### config.mk
export PLATFORM = sky130hd
export DESIGN_NAME = seg7_scan_driver
export DESIGN_NICKNAME = d
export VERILOG_FILES = /design/src/rtl/seg7_pkg.sv /design/src/rtl/hex_to_seg7.sv /design/src/rtl/seg7_scan_driver.sv
export SDC_FILE = /design/constraint.sdc
export NUM_CORES = 1
export LEC_CHECK = 0
export CORE_AREA = 2 2 110 112
export CTS_CLUSTER_DIAMETER = 50
export DETAILED_ROUTE_END_ITERATION = 8
export DIE_AREA = 0 0 112 114
export GPL_ROUTABILITY_DRIVEN = 0
export PLACE_DENSITY = 0.75
export SKIP_LAST_GASP = 1
export SLEW_MARGIN = 20
export SYNTH_ARGS = -nofsm -noshare
export SYNTH_HDL_FRONTEND = slang
export SYNTH_HIERARCHICAL = 1
export SYNTH_SLANG_ARGS = --single-unit
### constraint.sdc
create_clock -name clk -period 2.5 [get_ports clk]
set_input_delay 0.5 -clock clk [delete_from_list [all_inputs] [get_ports clk]]
set_output_delay 0.5 -clock clk [all_outputs]
set_load 0.01 [all_outputs]
### src/rtl/seg7_pkg.sv
// Shared constants for seven-segment display blocks: active-low glyphs
// (bit 6 = a ... bit 0 = g), the blank pattern and the default prescale.
package seg7_pkg;

    localparam logic [6:0] SEG_BLANK = 7'h7F;

    localparam logic [6:0] GLYPH_0 = 7'h01;
    localparam logic [6:0] GLYPH_1 = 7'h4F;
    localparam logic [6:0] GLYPH_2 = 7'h12;
    localparam logic [6:0] GLYPH_3 = 7'h06;
    localparam logic [6:0] GLYPH_4 = 7'h4C;
    localparam logic [6:0] GLYPH_5 = 7'h24;
    localparam logic [6:0] GLYPH_6 = 7'h20;
    localparam logic [6:0] GLYPH_7 = 7'h0F;
    localparam logic [6:0] GLYPH_8 = 7'h00;
    localparam logic [6:0] GLYPH_9 = 7'h04;
    localparam logic [6:0] GLYPH_A = 7'h08;
    localparam logic [6:0] GLYPH_B = 7'h60;
    localparam logic [6:0] GLYPH_C = 7'h31;
    localparam logic [6:0] GLYPH_D = 7'h42;
    localparam logic [6:0] GLYPH_E = 7'h30;
    localparam logic [6:0] GLYPH_F = 7'h38;

    // 100 MHz clock / 100000 gives a 1 kHz digit rate.
    localparam int REFRESH_DIV_DEFAULT = 100000;

endpackage

### src/rtl/hex_to_seg7.sv
// Combinational hex nibble to active-low common-anode segment pattern.
module hex_to_seg7
    import seg7_pkg::*;
(
    input  logic [3:0] hex,
    output logic [6:0] seg
);

    // Glyph lookup for 0-9, A, b, C, d, E, F.
    always_comb begin
        seg = SEG_BLANK;
        case (hex)
            4'h0: seg = GLYPH_0;
            4'h1: seg = GLYPH_1;
            4'h2: seg = GLYPH_2;
            4'h3: seg = GLYPH_3;
            4'h4: seg = GLYPH_4;
            4'h5: seg = GLYPH_5;
            4'h6: seg = GLYPH_6;
            4'h7: seg = GLYPH_7;
            4'h8: seg = GLYPH_8;
            4'h9: seg = GLYPH_9;
            4'hA: seg = GLYPH_A;
            4'hB: seg = GLYPH_B;
            4'hC: seg = GLYPH_C;
            4'hD: seg = GLYPH_D;
            4'hE: seg = GLYPH_E;
            4'hF: seg = GLYPH_F;
            default: seg = SEG_BLANK;
        endcase
    end

endmodule

### src/rtl/seg7_scan_driver.sv
// Multiplexed hex display driver: snapshots data_in tear-free at frame
// boundaries and scans DIGITS common-anode digits, one slot per
// REFRESH_DIV clocks, with decimal points and leading-zero blanking.
// Optional digit blinking is built when SEG7_BLINK_EN is defined.
module seg7_scan_driver
    import seg7_pkg::*;
#(
    parameter int DIGITS      = 8,
    parameter int REFRESH_DIV = REFRESH_DIV_DEFAULT,
    parameter int DW          = 4 * DIGITS
) (
    input  logic              clk,
    input  logic              rst_n,
    input  logic [DW-1:0]     data_in,
    input  logic              upd,
    input  logic [DIGITS-1:0] dp_mask,
    input  logic              blank_lz,
    input  logic [DIGITS-1:0] blink_mask,
    output logic              busy,
    output logic              frame_done,
    output logic [6:0]        a_to_g,
    output logic [DIGITS-1:0] AN,
    output logic              DP
);

    localparam int CW = (REFRESH_DIV > 1) ? $clog2(REFRESH_DIV) : 1;
    localparam int IW = (DIGITS > 1) ? $clog2(DIGITS) : 1;

    logic [CW-1:0]     cnt;
    logic [IW-1:0]     idx;
    logic              tick;
    logic              wrap;
    logic [DW-1:0]     pending;
    logic [DW-1:0]     shadow;
    logic [3:0]        nibble;
    logic [6:0]        glyph;
    logic              lz_blank;
    logic              blink_on;
    logic [6:0]        seg_next;
    logic              dp_next;
    logic [DIGITS-1:0] an_next;

    assign tick = (cnt == CW'(REFRESH_DIV - 1));
    assign wrap = tick && (idx == IW'(DIGITS - 1));

    // Prescaler and digit index; the index advances once per slot.
    always_ff @(posedge clk or negedge rst_n) begin
        if (!rst_n) begin
            cnt <= '0;
            idx <= '0;
        end else if (tick) begin
            cnt <= '0;
            idx <= (idx == IW'(DIGITS - 1)) ? '0 : idx + 1'b1;
        end else begin
            cnt <= cnt + 1'b1;
        end
    end

    // Capture handshake: upd always lands in pending; shadow only moves at
    // the frame wrap, so a frame never mixes old and new digits.
    always_ff @(posedge clk or negedge rst_n) begin
        if (!rst_n) begin
            pending    <= '0;
            shadow     <= '0;
            busy       <= 1'b0;
            frame_done <= 1'b0;
        end else begin
            frame_done <= wrap;
            if (wrap) begin
                shadow <= pending;
            end
            if (upd) begin
                pending <= data_in;
                busy    <= 1'b1;
            end else if (wrap) begin
                busy <= 1'b0;
            end
        end
    end

    assign nibble = shadow[4*idx +: 4];

    hex_to_seg7 u_dec (
        .hex (nibble),
        .seg (glyph)
    );

`ifdef SEG7_BLINK_EN
    logic [6:0] frame_cnt;

    // Frame counter; its MSB gates blinking digits for half of each
    // 128-frame period.
    always_ff @(posedge clk or negedge rst_n) begin
        if (!rst_n) begin
            frame_cnt <= '0;
        end else if (wrap) begin
            frame_cnt <= frame_cnt + 1'b1;
        end
    end

    assign blink_on = frame_cnt[6] && blink_mask[idx];
`else
    logic unused_blink;
    assign unused_blink = ^blink_mask;
    assign blink_on     = 1'b0;
`endif

    // Next-slot glyph, blanking and decimal point for the current digit.
    always_comb begin
        lz_blank = blank_lz && (idx != '0) && ((shadow >> {idx, 2'b00}) == '0);
        seg_next = (lz_blank || blink_on) ? SEG_BLANK : glyph;
        dp_next  = blink_on ? 1'b1 : ~dp_mask[idx];
        an_next  = ~(DIGITS'(1) << idx);
    end

    // Registered display outputs, reloaded on each slot tick.
    always_ff @(posedge clk or negedge rst_n) begin
        if (!rst_n) begin
            AN     <= '1;
            a_to_g <= SEG_BLANK;
            DP     <= 1'b1;
        end else if (tick) begin
            AN     <= an_next;
            a_to_g <= seg_next;
            DP     <= dp_next;
        end
    end

endmodule

Word level (Yosys, flattened, before mapping):

Memories as Yosys holds them, arrays and structs flattened.
Index checks and enable logic that the tools add are counted.

* add/sub/neg operators: 2
* reductions and logical operators: 6
* equality and inequality tests: 2
* bitwise logic cells: 2
* multiply operators: 0
* div/mod/pow operators: 0
* mux-type cells: 7
* shifts and indexed selects: 3
* $lt $le $gt $ge: 1

Operators with widths (number)
* $logic_not A32 Y1: 1
* $shiftx A32 B6 Y4: 1
* $shr A32 B5 Y32: 1
* $add A17 B1 Y17 const B: 1
* $eq A17 B17 Y1 const B: 1
* $mux W17: 1
* $not A8 Y8: 1
* $shl A1 B3 Y8 const A: 1
* $mux W7: 1
* $lt A3 B4 Y1 const B: 1
* $add A3 B1 Y3 const B: 1
* $bmux W1 S3: 1
* $eq A3 B3 Y1 const B: 1
* $logic_and A1 B1 Y1: 3
* $mux W1: 3
* $mux W3: 1
* $reduce_bool A3 Y1: 1
* $reduce_bool A2 Y1: 1
* $not A1 Y1: 1

* flip-flop bits (word level): 102
* logic and storage cells: 33
* memory bits (writable): 0
* memory bits (read-only): 112
* bits in latches: 0
* memories: 1
* bits of input ports: 52

Memories
* (name not given): depth 16, width 7, read ports 1, clocked after memory_dff 0, write ports 0, line hex_to_seg7.sv:12 `case (hex)`

Longest topological paths before layout:

Gate-level depths: netlist of the first run.

* depth after elaboration: 4
* depth in mapped cells: 13
* gate-level depth less buffers: 10

Hierarchy:

The synthesis of the first run kept the hierarchy.

Modules (own cells, without submodules)
* seg7_scan_driver: instances 1, cells each 382, area an instance 4789.6 um^2
* hex_to_seg7: instances 1, cells each 33, area an instance 269.0 um^2

Least setup slack after synthesis of the first run:

Ideal clock, no wire load.

* kind: register -> register
* start: register idx[0]
* end: register a_to_g[3]
* arrival: 2638 ps
* cell stages (with the launch flop): 13
* slack: -231 ps
* setup time: 93 ps
* required time: 2407 ps
* clock period less this slack: 2731 ps
* buffers on the path: 3
* cells stage by stage: dfrtp_1 buf_6 clkbuf_1 buf_2 mux4_2 nand2_1 nand2_1 inv_1 ha_1 inv_1 mux4_2 mux2i_1 o21ai_1

RTL lines
* start: declaration: line seg7_scan_driver.sv:30 `logic [IW-1:0] idx;`
* start signal: assignment: line seg7_scan_driver.sv:53 `idx <= (idx == IW'(DIGITS - 1)) ? '0 : idx + 1'b1;`
* $shiftx A32 B6 Y4: line seg7_scan_driver.sv:81 `assign nibble = shadow[4*idx +: 4];`
* via nibble[0]: line seg7_scan_driver.sv:35 `logic [3:0] nibble;`
* $mem_v2 Z16 W7
* via glyph[3]: line seg7_scan_driver.sv:36 `logic [6:0] glyph;`
* $mux W7: line seg7_scan_driver.sv:111 `seg_next = (lz_blank || blink_on) ? SEG_BLANK : glyph;`
* end signal: assignment: line seg7_scan_driver.sv:124 `a_to_g <= seg_next;`
* end: declaration: line seg7_scan_driver.sv:21 `output logic [6:0] a_to_g,`

The timed path passes the listed nets, and every way through them passes these cells.
A chain may end at the register's enable or synchronous reset.

Worst setup path after layout of the first run:

Same ends and word-level chain as after synthesis.

==> results of run 1 <==
## area by class of cell
type	count	area, sq um
Fill cell	1009	5450
Sequential cell	102	2570
Tap cell	147	184
Clock buffer	10	239
Clock inverter	5	82.6
Multi-Input combinational cell	280	2350
Inverter	10	37.5
Timing Repair Buffer	78	791
## metal layers
layer	GRT usage	vias to the layer above
met1	0.213	1753
met4	0.0512	0
li1	-	1633
met5	0	-
met3	0.0441	12
met2	0.290	102
## flip-flops by register name, indices dropped and copies added, names as in the netlist
register    flops
AN              8
DP              1
a_to_g          7
busy            1
cnt            17
frame_done      1
idx             3
pending        32
shadow         32
## how the worst max path moves through the flow
stage	from	to	slack [ns]	cells past startpoint
finish	idx[0]	a_to_g[3]	0.10	8
global route	idx[0]	a_to_g[3]	-0.01	10
CTS	idx[0]	a_to_g[3]	0.05	8
detailed placement	idx[0]	a_to_g[3]	0.06	8
global placement	idx[0]	a_to_g[3]	0.12	8
floorplan	idx[0]	a_to_g[3]	0.02	10
## cell usage in the layout, fill, tap and decap left out, types with 4 or more instances in the layout
master and instances:
nand2b_1 6, nor3_1 11, mux4_2 13, o21ai_0 6, dfstp_2 16, mux2i_1 16
nor2_1 42, buf_4 14, a21oi_1 7, nand3_1 6, clkbuf_16 10, ha_1 14
mux2_2 66, nand2_1 14, and3_1 4, inv_1 7, clkdlybuf4s50_1 60, nor3b_1 7
dfrtp_1 85, a31oi_1 6, xor2_1 7, nand4_1 4, xnor2_1 7, o21ai_1 9
nor4_1 9
## cells by family after synthesis
family | share of synthesized area
flip-flops | 0.509
buffers and inverters | 0.0277
XOR/XNOR | 0.0242
adder cells (fa/ha/maj) | 0.0346
AND/OR/NAND/NOR | 0.109
AO/OA/AOI/OAI | 0.0591
multiplexers | 0.236
## through the flow
| stage | cell area (sq um) | utilization | hold WS, ns |
|---|---|---|---|
| floorplan | 5070 | - | 0.204 |
| global placement | 5910 | 0.504 | 0.394 |
| detailed placement | 5910 | 0.504 | 0.396 |
| CTS | 6230 | 0.532 | 0.0269 |
| global route | 6260 | 0.534 | 0.0384 |
| finish | 6260 | 0.534 | 0.0295 |
## repair_timing
action / 4_1_cts / 5_1_grt
endpoints found under the setup margin: 0 / 6
resized for setup: 0 / 2
setup buffers: 0 / 0
## where the power goes
part	total, mW	internal (mW)	switching (mW)
sequential	1.73	1.70	0.0280
combinational	0.171	0.110	0.0611
clock	1.49	0.902	0.589
total	3.39	2.72	0.678
==> out/qor.csv, run 1 <==
stage;metric;value;unit
final_layout;drive_gt1_frac;0.278;
detailed_routing;top_layer;met4;
floorplanning;die_area;0.0128;sq mm
global_routing;grt_antenna_before_repair;0;
timing;setup_ws;0.101;ns
clocking;clock_latency;0.34;ns
yosys;ys_top_cells_by_count;dfrtp_1, mux2_2, nor2_1;
yosys;synth_flop_cell;dfrtp_1;
detailed_routing;vias;3500;
setup_path;cp_common_cell;mux4_2;
clocking;cts.sinks;102;
yosys;yosys.area.top_type;dfrtp_1;
yosys;synthTopCellsByArea;dfrtp_1, mux2_2, dfstp_2, mux4_2, ha_1;
final_layout;diodes;0;
detailed_routing;wl_met1;4360;um
detailed_routing;wire_per_inst;16.1;um
detailed_routing;met3_length;588;um
placed_design;hpwl;7300;um
yosys;synth_edf_count;0;
detailed_routing;drc;0;
final_layout;area_growth_syn_to_layout;23.7;%
floorplanning;fp.dieW;112;um
timing;report.final.hold_viol_count;0;
timing;worst_slew_pin_slew;0.497;ns
placed_design;place_inst;616;
clocking;root_buffer;clkbuf_16;
timing;setup_tns;0;ns
setup_path;rr_endpoint;a_to_g[3];
setup_path;end_kind;flip-flop;
power_and_ir_drop;p_per_area;542;mW/mm^2
setup_path;r2r_setup_slack;0.10;ns
placed_design;place_ws;0.0605;ns
setup_path;critPathBufInv;1;
power_and_ir_drop;leakage;2.69;nW
worst_hold_path;min-delay-path-class;in -> async;
clocking;cts_htree_levels;3;
yosys;yosys_warnings;6;
yosys;ys_seq_area_frac;0.509;
global_routing;grt_pass1_wl;17600;um
floorplanning;rows;40;
detailed_routing;wl_met2;5080;um
flow_run;cap_viol_max_count;0;
timing;rsz0062_at_grt;yes;
clocking;cts_buffers;9;
global_routing;grt-ovfl-total;0;
setup_path;required;2.76;ns
detailed_routing;drt_iter0_drc;258;
floorplanning;initial_core_util;0.432;
yosys;synth_cells;415;
yosys;syn_area;0.00506;sq mm
setup_path;crit_type;reg -> reg;
setup_path;reg2regPathDepth;8;
yosys;netlist-cell-type-count;45;
setup_path;cp_cell_sequence;buf_12 > mux4_2 > nand2_1 > nand2_2 > ha_1 > mux4_2 > mux2i_1 > o21ai_1;
clocking;clk_pin_slew;0.07;ns
floorplanning;core_area;0.0117;sq mm
global_routing;grt_pass1_vias;3719;
detailed_routing;drtAntennaViolNets;0;
yosys;synth_fp_nets;481;
clocking;cts_tree;built;
setup_path;cp_top_family;multiplexers;
final_layout;final_net_count;547;
global_routing;track_usage;0.169;
yosys;synthArstFlopShare;1.00;
timing;fin_skew;0.00505;ns
clocking;hold_buffers;0;
clocking;cts_buffer_depth;2;
yosys;netlist.area_leader.share;0.425;
floorplanning;io_pins;70;
yosys;yosysMostFrequentCell;dfrtp_1;
detailed_routing;firstDrtPassIters;4;
setup_path;slowest_delay;0.53;ns
final_layout;final_cells;632;
setup_path;cp-start-kind;flip-flop;
outcome;outcome;complete, no violations;
timing;final_max_slew_viol_count;0;
timing;final.period_utilization;0.959;
yosys;synth_seq_cells;102;
placed_design;io_buffers;61;
setup_path;cp_slowest_cell;mux4_2;
timing;max_freq;417;MHz
global_routing;grt_max_degree;84;
setup_path;r2r-start;idx[0];
power_and_ir_drop;power;3.39;mW
detailed_routing;wl;10200;um
power_and_ir_drop;irDropWorstVdd;0.404;mV
floorplanning;die_y;114;um
setup_path;path_max_fanout;17;
setup_path;critPathArrivalTime;2.66;ns
timing;slew_headroom;0.666;
yosys;synth_area_per_cell;12.2;sq um
timing;finalSetupViolations;0;
timing;min_period;2.40;ns
detailed_routing;vias_per_cell;5.54;
No activity file was read; power rests on OpenSTA's default activity.
==> run 2, diff against run 1 <==
- GPL_TIMING_DRIVEN: unset -> 0
==> run 2 against run 1 <==
  * Critical path depth up 3
  * Total power up 0.77%
  * Sequential share of layout area down 0.48 points
  * Wire length up 6.7%
  * Critical path type unchanged
==> out/qor.csv, run 2 (synthesis results as in run 1) <==
stage;metric;value;unit
detailed_routing;wire_per_inst;16.9;um
floorplanning;io_pins;70;
floorplanning;die_y;114;um
clocking;cts_htree_levels;3;
placed_design;io_buffers;60;
detailed_routing;vias_per_cell;5.61;
power_and_ir_drop;leakage;2.72;nW
setup_path;end_kind;flip-flop;
final_layout;final_cells;644;
setup_path;cp_common_cell;mux4_2;
detailed_routing;drtAntennaViolNets;0;
floorplanning;core_area;0.0117;sq mm
global_routing;track_usage;0.176;
detailed_routing;wl;10900;um
timing;fin_skew;0.00624;ns
timing;setup_ws;0.109;ns
timing;max_freq;418;MHz
final_layout;fin_util;0.541;
floorplanning;rows;40;
clocking;clock_latency;0.34;ns
setup_path;path_max_fanout;10;
final_layout;area_growth_syn_to_layout;25.2;%
timing;finalSetupViolations;0;
power_and_ir_drop;irDropWorstVdd;0.505;mV
detailed_routing;drc;0;
setup_path;rr_endpoint;a_to_g[3];
global_routing;grt-ovfl-total;0;
placed_design;hpwl;7790;um
setup_path;cp-start-kind;flip-flop;
final_layout;diodes;0;
detailed_routing;firstDrtPassIters;6;
power_and_ir_drop;power;3.42;mW
setup_path;cp_slowest_cell;mux4_2;
global_routing;grt_antenna_before_repair;0;
timing;worst_slew_pin_slew;0.653;ns
worst_hold_path;min-delay-path-class;in -> async;
clocking;root_buffer;clkbuf_16;
setup_path;reg2regPathDepth;11;
outcome;outcome;complete, no violations;
final_layout;nFillCells;1005;
setup_path;required;2.76;ns
floorplanning;initial_core_util;0.432;
timing;slew_headroom;0.565;
global_routing;grt_max_degree;64;
timing;min_period;2.39;ns
flow_run;cap_viol_max_count;0;
timing;report.final.hold_viol_count;0;
final_layout;layout_commonest_cell;dfrtp_1;
timing;final.period_utilization;0.956;
power_and_ir_drop;p_per_area;540;mW/mm^2
setup_path;cp_cell_sequence;buf_12 > buf_8 > mux4_2 > nand2_2 > nand2_4 > inv_2 > ha_1 > inv_1 > mux4_2 > mux2i_1 > o21ai_1;
final_layout;reg_top3;pending (32), shadow (32), cnt (17);
global_routing;grt_pass1_wl;18000;um
clocking;cts.sinks;102;
setup_path;crit_type;reg -> reg;
placed_design;place_ws;-0.336;ns
clocking;cts_tree;built;
final_layout;layout_common_cells;dfrtp_1, mux2_2, clkdlybuf4s50_1;
setup_path;r2r-start;idx[0];
final_layout;drive_gt1_frac;0.290;
timing;final_max_slew_viol_count;0;
floorplanning;die_area;0.0128;sq mm
setup_path;critPathArrivalTime;2.65;ns
final_layout;final_net_count;559;
detailed_routing;vias;3611;
placed_design;place_inst;623;
timing;rsz0062_at_grt;yes;
timing;setup_tns;0;ns
setup_path;r2r_setup_slack;0.11;ns
setup_path;slowest_delay;0.51;ns
global_routing;grt_pass1_vias;3629;
clocking;cts_buffer_depth;2;
clocking;clk_pin_slew;0.06;ns
floorplanning;fp.dieW;112;um
detailed_routing;drt_iter0_drc;358;
clocking;cts_buffers;9;
==> run 2: cell types whose count changed in the layout (fill, tap and decap cells not counted), moves of 2 or more <==
cell | previous run | this run
clkbuf_1 | 0 | 10
buf_12 | 3 | 1
buf_6 | 0 | 2
buf_4 | 14 | 8
clkinvlp_4 | 0 | 2
clkbuf_2 | 0 | 7
==> run 2: worst max-delay path by stage <==
| stage | endpoint | from | slack (ns) | cells after the start |
|---|---|---|---|---|
| finish | a_to_g[3] | idx[0] | 0.11 | 11 |
| detailed placement | a_to_g[3] | idx[1] | -0.34 | 11 |
| CTS | a_to_g[3] | idx[0] | 0.01 | 11 |
| global route | a_to_g[3] | idx[0] | -0.03 | 11 |
| global placement | shadow[3] | rst_n | -2.65 | 1 |
| floorplan | a_to_g[3] | idx[0] | 0.02 | 10 |
==> run 2: metrics by stage <==
step	instance area (sq um)	hold WS, ns
floorplan	5070	0.204
global placement	5860	0.461
detailed placement	5880	0.429
CTS	6220	0.0670
global route	6330	0.0811
finish	6330	0.0590
==> run 2: report_power, final <==
| group | leakage (nW) | internal (mW) | total [mW] | switching, mW |
|---|---|---|---|---|
| Combinational | 1.28 | 0.111 | 0.175 | 0.0635 |
| Clock | 0.163 | 0.933 | 1.51 | 0.580 |
| Sequential | 1.27 | 1.70 | 1.73 | 0.0282 |
| Total | 2.72 | 2.75 | 3.42 | 0.672 |
==> run 2: repair_timing <==
action,in CTS,in global routing
hold buffers,0,0
buffers inserted,1,7
endpoints found under the setup margin,22,11
gates cloned,0,1
gates resized for setup,7,16
endpoints found under the hold margin,0,0
pin swaps,0,2
==> run 2: metal layers <==
layer | track usage | share of wire
met5 | 0 | 0
met1 | 0.228 | 0.43
met4 | 0.0626 | 0.029
met2 | 0.293 | 0.49
met3 | 0.0388 | 0.053
==> run 2: worst max-delay path: cells and delay by family (launching register included) <==
family	cells	cell delay, ns
compound gates	1	0.08
fa+ha+maj	1	0.13
buf+inv	4	0.43
flops	1	0.40
mux	3	1.09
simple gates	2	0.19
==> run 2: final cells by class <==
cell class,instances,area [sq um],area share
timing repair buffer,70,714,0.113
clock buffer,11,253,0.0399
tap,147,184,0.0290
buffer,20,119,0.0188
clock inverter,4,77.6,0.0122
multi-input combinational,280,2370,0.374
inverter,10,45.0,0.00711
sequential,102,2570,0.406
